--- config.mk ---
export PLATFORM = sky130hd
export DESIGN_NAME = cmsdk_ahb_param_decoder
export DESIGN_NICKNAME = d
export VERILOG_FILES = /design/src/rtl/cmsdk_ahb_dec_pkg.sv /design/src/rtl/cmsdk_ahb_dec_default_slave.sv /design/src/rtl/cmsdk_ahb_param_decoder.sv
export SDC_FILE = /design/constraint.sdc
export NUM_CORES = 1
export LEC_CHECK = 0
export ABC_CLOCK_PERIOD_IN_PS = 2100
export BUFFER_PORTS_ARGS = -buffer_cell sky130_fd_sc_hd__buf_4
export CORE_AREA = 2 2 98 100
export CTS_BUF_LIST = sky130_fd_sc_hd__clkbuf_16
export DETAILED_ROUTE_END_ITERATION = 10
export DIE_AREA = 0 0 100 102
export SLEW_MARGIN = 25
export SYNTH_ARGS = -nofsm -noshare
export SYNTH_HDL_FRONTEND = slang
export SYNTH_SLANG_ARGS = --single-unit
--- constraint.sdc ---
create_clock -name HCLK -period 2.1 [get_ports HCLK]
set_clock_uncertainty 0.15 [all_clocks]
set_input_delay 0.105 -clock HCLK [delete_from_list [all_inputs] [get_ports HCLK]]
set_output_delay 0.105 -clock HCLK [all_outputs]
set_load 0.02 [all_outputs]
--- src/rtl/cmsdk_ahb_dec_pkg.sv ---
// Shared AHB encodings, default-slave state type and elaboration helpers
// for the parametrised bus-matrix input-port decoder.
package cmsdk_ahb_dec_pkg;

   localparam logic [1:0] TRN_IDLE   = 2'b00;
   localparam logic [1:0] TRN_BUSY   = 2'b01;
   localparam logic [1:0] TRN_NONSEQ = 2'b10;
   localparam logic [1:0] TRN_SEQ    = 2'b11;

   localparam logic [1:0] RSP_OKAY   = 2'b00;
   localparam logic [1:0] RSP_ERROR  = 2'b01;

   typedef enum logic [1:0] {
      DS_IDLE = 2'd0,
      DS_ERR1 = 2'd1,
      DS_ERR2 = 2'd2
   } ds_state_e;

   function automatic int clog2(input int v);
      int r;
      r = 0;
      while ((1 << r) < v) r++;
      return r;
   endfunction

endpackage

--- src/rtl/cmsdk_ahb_dec_default_slave.sv ---
// Built-in default slave: two-cycle ERROR response for NONSEQ/SEQ transfers
// that decode to no region, plus a saturating count of such accesses.
module cmsdk_ahb_dec_default_slave
   import cmsdk_ahb_dec_pkg::*;
(
   input  logic        i_clk,
   input  logic        i_rst,
   input  logic        i_sel,
   input  logic        i_ready,
   input  logic        i_trans_nsq,
   output logic        o_readyout,
   output logic [1:0]  o_resp,
   output logic [15:0] o_cnt
);

   ds_state_e   r_state;
   ds_state_e   w_next;
   logic [15:0] r_cnt;
   logic        w_req;
   logic        w_err_start;

   assign w_req = i_sel & i_ready & i_trans_nsq;

   always_comb begin
      w_next     = r_state;
      o_readyout = 1'b1;
      o_resp     = RSP_OKAY;
      case (r_state)
         DS_IDLE: if (w_req) w_next = DS_ERR1;
         DS_ERR1: begin
            o_readyout = 1'b0;
            o_resp     = RSP_ERROR;
            w_next     = DS_ERR2;
         end
         DS_ERR2: begin
            o_resp = RSP_ERROR;
            w_next = w_req ? DS_ERR1 : DS_IDLE;
         end
         default: w_next = DS_IDLE;
      endcase
   end

   // Every entry into ERR1 is a fresh unmapped access.
   assign w_err_start = (w_next == DS_ERR1) && (r_state != DS_ERR1);

   always_ff @(posedge i_clk) begin
      if (i_rst) begin
         r_state <= DS_IDLE;
         r_cnt   <= '0;
      end else begin
         r_state <= w_next;
         if (w_err_start && (r_cnt != 16'hFFFF)) r_cnt <= r_cnt + 16'd1;
      end
   end

   assign o_cnt = r_cnt;

endmodule

--- src/rtl/cmsdk_ahb_param_decoder.sv ---
// AHB matrix input-port decoder: region-table address decode, data-phase
// owner tracking and response multiplexing with an integrated default slave.
module cmsdk_ahb_param_decoder
   import cmsdk_ahb_dec_pkg::*;
#(
   parameter int                                   NUM_PORTS    = 2,
   parameter int                                   NUM_REGIONS  = 4,
   parameter int                                   ADDR_LSB     = 10,
   parameter logic [NUM_REGIONS*(32-ADDR_LSB)-1:0] REGION_BASE  = '0,
   parameter logic [NUM_REGIONS*(32-ADDR_LSB)-1:0] REGION_LIMIT = '0,
   parameter logic [NUM_REGIONS*3-1:0]             REGION_PORT  = '0,
   parameter logic [NUM_REGIONS-1:0]               REGION_REMAP = '0
)(
   input  logic                      HCLK,
   input  logic                      HRESET,
   input  logic                      remapping_dec,
   input  logic                      HREADYS,
   input  logic                      sel_dec,
   input  logic [31-ADDR_LSB:0]      decode_addr_dec,
   input  logic [1:0]                trans_dec,
   input  logic [NUM_PORTS-1:0]      active_dec_i,
   input  logic [NUM_PORTS-1:0]      readyout_dec_i,
   input  logic [2*NUM_PORTS-1:0]    resp_dec_i,
   input  logic [32*NUM_PORTS-1:0]   rdata_dec_i,
   input  logic [32*NUM_PORTS-1:0]   ruser_dec_i,
   output logic [NUM_PORTS-1:0]      sel_dec_o,
   output logic                      active_dec,
   output logic                      HREADYOUTS,
   output logic [1:0]                HRESPS,
   output logic [31:0]               HRDATAS,
   output logic [31:0]               HRUSERS,
   output logic [15:0]               unmapped_cnt
);

   localparam int            AW  = 32 - ADDR_LSB;
   localparam int            PW  = clog2(NUM_PORTS + 1);
   localparam logic [PW-1:0] DFT = PW'(NUM_PORTS);

   logic [PW-1:0] w_dec_port;
   logic [PW-1:0] w_addr_port;
   logic [PW-1:0] r_data_port;
   logic [2:0]    w_rport;
   logic          w_dft_sel;
   logic          w_ds_ready;
   logic [1:0]    w_ds_resp;

   // Walk from the top entry down so the lowest matching index wins.
   always_comb begin
      w_dec_port = DFT;
      w_rport    = '0;
      for (int i = NUM_REGIONS - 1; i >= 0; i--) begin
         if ((decode_addr_dec >= REGION_BASE[i*AW +: AW]) &&
             (decode_addr_dec <= REGION_LIMIT[i*AW +: AW]) &&
             (!REGION_REMAP[i] || remapping_dec)) begin
            w_rport    = REGION_PORT[i*3 +: 3];
            w_dec_port = (int'(w_rport) < NUM_PORTS) ? w_rport[PW-1:0] : DFT;
         end
      end
   end

   // An IDLE keeps pointing at the current data-phase owner so a waited
   // slave never sees its select drop mid-transfer.
   assign w_addr_port = ((trans_dec == TRN_IDLE) && (r_data_port != DFT)) ?
                        r_data_port : w_dec_port;

   always_comb begin
      sel_dec_o  = '0;
      active_dec = 1'b1;
      for (int p = 0; p < NUM_PORTS; p++) begin
         if (w_addr_port == PW'(p)) begin
            sel_dec_o[p] = sel_dec;
            active_dec   = active_dec_i[p];
         end
      end
   end

   assign w_dft_sel = sel_dec & (w_addr_port == DFT);

   always_ff @(posedge HCLK) begin
      if (HRESET)       r_data_port <= '0;
      else if (HREADYS) r_data_port <= w_addr_port;
   end

   always_comb begin
      HREADYOUTS = w_ds_ready;
      HRESPS     = w_ds_resp;
      HRDATAS    = '0;
      HRUSERS    = '0;
      for (int p = 0; p < NUM_PORTS; p++) begin
         if (r_data_port == PW'(p)) begin
            HREADYOUTS = readyout_dec_i[p];
            HRESPS     = resp_dec_i[p*2 +: 2];
            HRDATAS    = rdata_dec_i[p*32 +: 32];
            HRUSERS    = ruser_dec_i[p*32 +: 32];
         end
      end
   end

   cmsdk_ahb_dec_default_slave u_dft (
      .i_clk       (HCLK),
      .i_rst       (HRESET),
      .i_sel       (w_dft_sel),
      .i_ready     (HREADYS),
      .i_trans_nsq (trans_dec[1]),
      .o_readyout  (w_ds_ready),
      .o_resp      (w_ds_resp),
      .o_cnt       (unmapped_cnt)
   );

endmodule

== After elaboration in Yosys (flattened, before gate mapping) ==
Index checks and enable logic that the tools add are counted.
Word-level totals
  output and inout bits: 86
  word-level logic and storage cells: 46
  bits of input ports: 165
  flip-flop bits (word level): 20
Cells by class
  muxes and demuxes: 19
  reduce and logical (&&, ||, !) cells: 9
  equal/unequal tests: 9
  order comparisons: 2
  add/subtract/negate cells: 1
  bitwise logic cells: 3
Operators by type and width (count)
  $mux W32: 4
  $ge A22 B1 Y1 const B: 1
  $le A22 B1 Y1 const B: 1
  $add A16 B1 Y16 const B: 1
  $ne A16 B16 Y1 const B: 1
  $mux W2: 5
  $mux W1: 9
  $eq A2 B1 Y1 const B: 4
  $logic_not A2 Y1: 4
  $pmux W2 S3: 1
  $eq A2 B2 Y1 const B: 2
  $logic_and A1 B1 Y1: 4
  $and A1 B1 Y1: 3
  $ne A2 B1 Y1 const B: 1
  $ne A2 B2 Y1 const B: 1
  $reduce_or A2 Y1: 1

== Depth between registers and ports, before layout ==
  depth in word-level cells: 13
  gate-level depth with buffers: 9
  depth with buffers taken out: 7

== By module ==
Synthesis repeated with hierarchy kept, for this count alone.
Second synthesis, totals
  cells, all modules: 303
  area, all modules: 2290.9 um^2
By module, submodules not included
  cmsdk_ahb_param_decoder: times used 1, seq. area each 40.0 um^2, cells each 183, area an instance 1236.2 um^2
  cmsdk_ahb_dec_default_slave: times used 1, seq. area each 360.3 um^2, cells each 120, area an instance 1054.8 um^2

== Worst setup path after synthesis ==
Ideal clock, no wire load.
  kind: reg-to-reg
  start point: reg u_dft.r_cnt[3], in the netlist u_dft.o_cnt[3]
  end point: reg u_dft.r_cnt[13], in the netlist u_dft.o_cnt[13]
  path buffers: 0
  clock period less this slack: 2271 ps
  setup time: 70 ps
  required time: 1880 ps
  data arrival time: 2050 ps
  stages on the path, launching flop included: 6
  path slack: -171 ps
  cell sequence: dfxtp_1 nand3_2 or4_4 or3_1 or4_1 a21oi_1
On the way
  cells in the longest elaborated chain, start to end: 2
  elaborated cells between the ends (all ways): 3
  classes of those cells: add/sub (1); eq/ne (1); reduce/logical (1)
RTL lines
  start: declaration: RTL line cmsdk_ahb_dec_default_slave.sv:18  | logic [15:0] r_cnt;
  start signal: assignment: RTL line cmsdk_ahb_dec_default_slave.sv:52  | if (w_err_start && (r_cnt != 16'hFFFF)) r_cnt <= r_cnt + 16'd1;
  branches (longest 2 deep; another with $add A16 B1 Y16)
Several ways; the timed one is not identified.
A chain may end at the register's enable or synchronous reset.

== Worst setup path in the final report ==
  start point: reg u_dft.r_state[0]
  end point: reg u_dft.r_cnt[0], in the netlist u_dft.o_cnt[0]
On the way
  cells in the longest elaborated chain, start to end: 5
  elaborated cells between the ends (all ways): 9
  classes of those cells: eq/ne (4); mux (2); reduce/logical (3)
RTL lines
  start: declaration: RTL line cmsdk_ahb_dec_default_slave.sv:16  | ds_state_e r_state;
  start signal: assignment: RTL line cmsdk_ahb_dec_default_slave.sv:51  | r_state <= w_next;
  $eq A2 B2 Y1 (tied with other cells): RTL line cmsdk_ahb_dec_default_slave.sv:28  | case (r_state)
  $pmux W2 S3: RTL line cmsdk_ahb_dec_default_slave.sv:28
  $eq A2 B1 Y1: RTL line cmsdk_ahb_dec_default_slave.sv:44  | assign w_err_start = (w_next == DS_ERR1) && (r_state != DS_ERR1);
  $logic_and A1 B1 Y1 (*): RTL line cmsdk_ahb_dec_default_slave.sv:44
  $logic_and A1 B1 Y1 (*): RTL line cmsdk_ahb_dec_default_slave.sv:52
Every way passes the cells marked *; elsewhere a longest branch is shown, timed or not.

==> impl_metrics.env <==
export IMPL_power_share_of_the_sequential_group_pct=24.1
export IMPL_slew_viol_final=0
export IMPL_root_buffer="sky130_fd_sc_hd__clkbuf_16"
export IMPL_violations="negative setup slack"
export IMPL_tightest_slew_ps=502
export IMPL_crit_path_end_kind="flip-flop"
export IMPL_synth_fp_nets=473
export IMPL_internal_power_summed_over_all_cells_mw=1.07
export IMPL_hold_path_endpoint="u_dft.o_cnt[4]"
export IMPL_drt_wirelength_per_cell_um=17.8
export IMPL_grt_util_met3_pct=3.97
export IMPL_number_of_global_route_vias_before_repair=3145
export IMPL_met1_track_demand_over_resource_pct=29.4
export IMPL_power_switching_fraction_pct=33.5
export IMPL_grt_ovfl_total=0
export IMPL_critPathMaxStageDelay_ps=530
export IMPL_postSynthRegisterBits=20
export IMPL_grt_max_degree=67
export IMPL_timing_setup_critical_path_class="reg2reg"
export IMPL_detailedRoute_firstIterationViolations=60
export IMPL_rsz0062_at_grt="true"
export IMPL_initial_core_util_pct=24.1
export IMPL_yosys_warnings=0
export IMPL_totalWireLength_um=11900
export IMPL_globalRouteTotalUtil_pct=21.7
export IMPL_cellPowerDensity_mw_per_mm2=349
export IMPL_longest_clk_path_bufs=2
export IMPL_netlist_area_mm2=0.00219
export IMPL_hold_start="HRESET"
export IMPL_relSlewSlack_pct=66.2
export IMPL_worst_ep_required_time_ps=2150
export IMPL_htreeDepth=1
export IMPL_fmaxAchievable_mhz=470
export IMPL_critPathLaunchType="flip-flop"
export IMPL_dieWidth_um=100
export IMPL_utilization_pct=50.5
export IMPL_netSwitchingPower_uw=537
export IMPL_drive_above_1_share_pct=57.9
export IMPL_synth_seq_area_share_pct=18.2
export IMPL_floorplan_io_pins=251
export IMPL_worstHoldPathCells=2
export IMPL_finalSetupViolCount=5
export IMPL_max_cap_violations=0
export IMPL_reg2reg_from="u_dft.r_state[0]"
export IMPL_worst_hold_slack_ps=43.9
export IMPL_crit_chain="buf_6 -> ha_4 -> a211oi_2 -> o21ai_2 -> buf_6 -> buf_8 -> or4_4 -> a21oi_2"
export IMPL_detailedPlace_worstSlack_ps=-77.4
export IMPL_initial_antenna_violation_count=0
export IMPL_worst_r2r_path_depth=8
export IMPL_clkSinkCount=20
export IMPL_power_leakage_nw=2.05
export IMPL_power_ir_vdd_worst_v=0.000262
export IMPL_crit_path_frequent_cell="sky130_fd_sc_hd__buf_6"
export IMPL_gp_congestion=0.892
export IMPL_layout_worst_path_cycle_share_pct=101
export IMPL_nFillCells=884
export IMPL_r2r_setup_slack_ps=-30
export IMPL_antenna_cells=0
export IMPL_mostFrequentLayoutCells="sky130_fd_sc_hd__buf_4, sky130_fd_sc_hd__nor2_1, sky130_fd_sc_hd__mux2i_1, sky130_fd_sc_hd__nand2_1, sky130_fd_sc_hd__o31ai_1"
export IMPL_layout_setup_ws_ps=-29.7
export IMPL_ant_nets=0
export IMPL_placement_io_buffers=249
export IMPL_die_area_mm2=0.0102
export IMPL_total_power_mw=1.60
export IMPL_layout_commonest_cell="sky130_fd_sc_hd__buf_4"
export IMPL_clk_pin_slew_ps=60
export IMPL_remaining_routing_drc_violations=0
export IMPL_num_rows=35
export IMPL_synth_avg_cell_area_um2=7.27
export IMPL_drt_pass1_iterations=4
export IMPL_timing_final_hold_violations=0
export IMPL_comb_power_share_pct=50.7
export IMPL_die_height_um=102
export IMPL_clk_insertion_delay_late_ps=260
export IMPL_synthToLayoutAreaGrowth_pct=109
export IMPL_vias_per_cell=4.84
export IMPL_critical_path_at_ps=2180
export IMPL_holdCritPathClass="in2reg"
export IMPL_crit_path_max_fanout=7
export IMPL_result_of_the_run="complete, but fails checks"
export IMPL_via_count=3228
export IMPL_detail_placement_hpwl_um=9850
export IMPL_crit_start="u_dft.r_state[0]"
export IMPL_synth_cells=302
export IMPL_gr_usage_met2_pct=35.6
export IMPL_finalWorstPathRequiredPeriod_ps=2130
export IMPL_finish_net_count=728
export IMPL_crit_reg2reg_capture="u_dft.o_cnt[0]"
export IMPL_cts_tree="done"
export IMPL_netlist_cell_type_count=33
export IMPL_global_route_peak_usage_layer="met2"
export IMPL_slowest_stage="sky130_fd_sc_hd__or4_4"
export IMPL_cts_made_buffers=3
export IMPL_clockPowerShare_pct=25.2
export IMPL_design_core_area_mm2=0.00911
export IMPL_wire_length_of_the_first_global_routing_pass_um=17100
[cells by family after synthesis]
kind of cell / count (synthesis) / synth area share [%]
adder cells (fa/ha/maj): 6 / 3.42
buffers and inverters: 27 / 4.73
multiplexers: 70 / 32.1
flip-flops: 20 / 18.2
AO/OA/AOI/OAI: 37 / 10.4
AND/OR/NAND/NOR: 142 / 31.1
[cell usage after synthesis, drive strengths merged]
master,number,share of area (%)
nand3b,1,0.34
nor4,5,1.4
o211a,1,0.46
a22oi,1,0.34
nor3,3,0.68
o41ai,1,0.40
or3,2,0.57
nand2b,1,0.29
nor2b,5,1.4
o31ai,11,3.8
a21oi,16,3.6
buf,5,0.97
nor2,77,13
nand4,3,0.86
dfxtp,20,18
or4,11,3.9
or4b,2,0.91
mux2i,67,31
and3,2,0.57
or2,2,0.57
nand2,17,2.9
nor4b,3,1.2
clkbuf,19,3.2
o21ai,5,1.1
and3b,1,0.40
nand3,7,1.8
mux2,3,1.5
inv,3,0.51
ha,6,3.4
a211oi,2,0.68
[area by class of cell]
| type | count | area, um2 | share of cell area, % |
|---|---|---|---|
| well taps | 111 | 139 | 3.02 |
| clock buffers | 3 | 75.1 | 1.63 |
| flip-flops and latches | 20 | 432 | 9.39 |
| repair buffers | 274 | 2130 | 46.3 |
| multi-input cells | 255 | 1800 | 39.3 |
| inverters | 3 | 16.3 | 0.354 |
| clock inverters | 1 | 3.75 | 0.0817 |
[critical path: cells and delay by family (launching register included)]
kind	cells	cell delay, ps
and+or+nand+nor	1	530
DFF	1	360
adders and majority gates	1	150
AOI/OAI and AO/OA	3	470
buffers and inverters	3	410
[routing by layer]
metal,vias to the layer above,share of wire [%]
li1,1587,-
met1,1454,43
met3,19,8.5
met4,0,2.2
met2,168,46
met5,-,0
[state kept, by name, summed over array words and instances, names as in the netlist]
signal,count
u_dft.o_cnt,16
r_data_port,2
u_dft.r_state,2
[through the flow]
stage	setup TNS (ps)	instances	instance area [um2]
after global placement	-23.9	654	4280
after floorplan	0	302	2220
after detailed placement	-757	654	4280
after global routing	-553	667	4600
after CTS	-6.85	662	4450
final	-99.3	667	4600
[worst max path at each step]
stage,end,slack [ps],depth (start not counted)
after floorplan,u_dft.o_cnt[3],8,8
after global placement,u_dft.o_cnt[13],-10,9
after detailed placement,u_dft.o_cnt[2],-80,9
after CTS,u_dft.o_cnt[1],-7,8
after global routing,u_dft.o_cnt[13],-80,5
final,u_dft.o_cnt[0],-30,8
[repair_timing]
action,in CTS,in global routing
buffers inserted,2,4
pin swaps,8,16
hold endpoints to repair,1,0
gates resized for setup,18,24
setup endpoints to repair,15,13
gates cloned,1,1
hold buffers,1,0
[power by group through the flow]
stage               Clock, mW  Sequential (mW)  Combinational, mW
finish                  0.404            0.386              0.813
global placement            0            0.394              0.761
CTS                     0.407            0.387              0.786
detailed placement          0            0.395              0.767
floorplan                   0            0.395              0.299
global route            0.434            0.387              0.868
(Power assumes the default switching activity.)
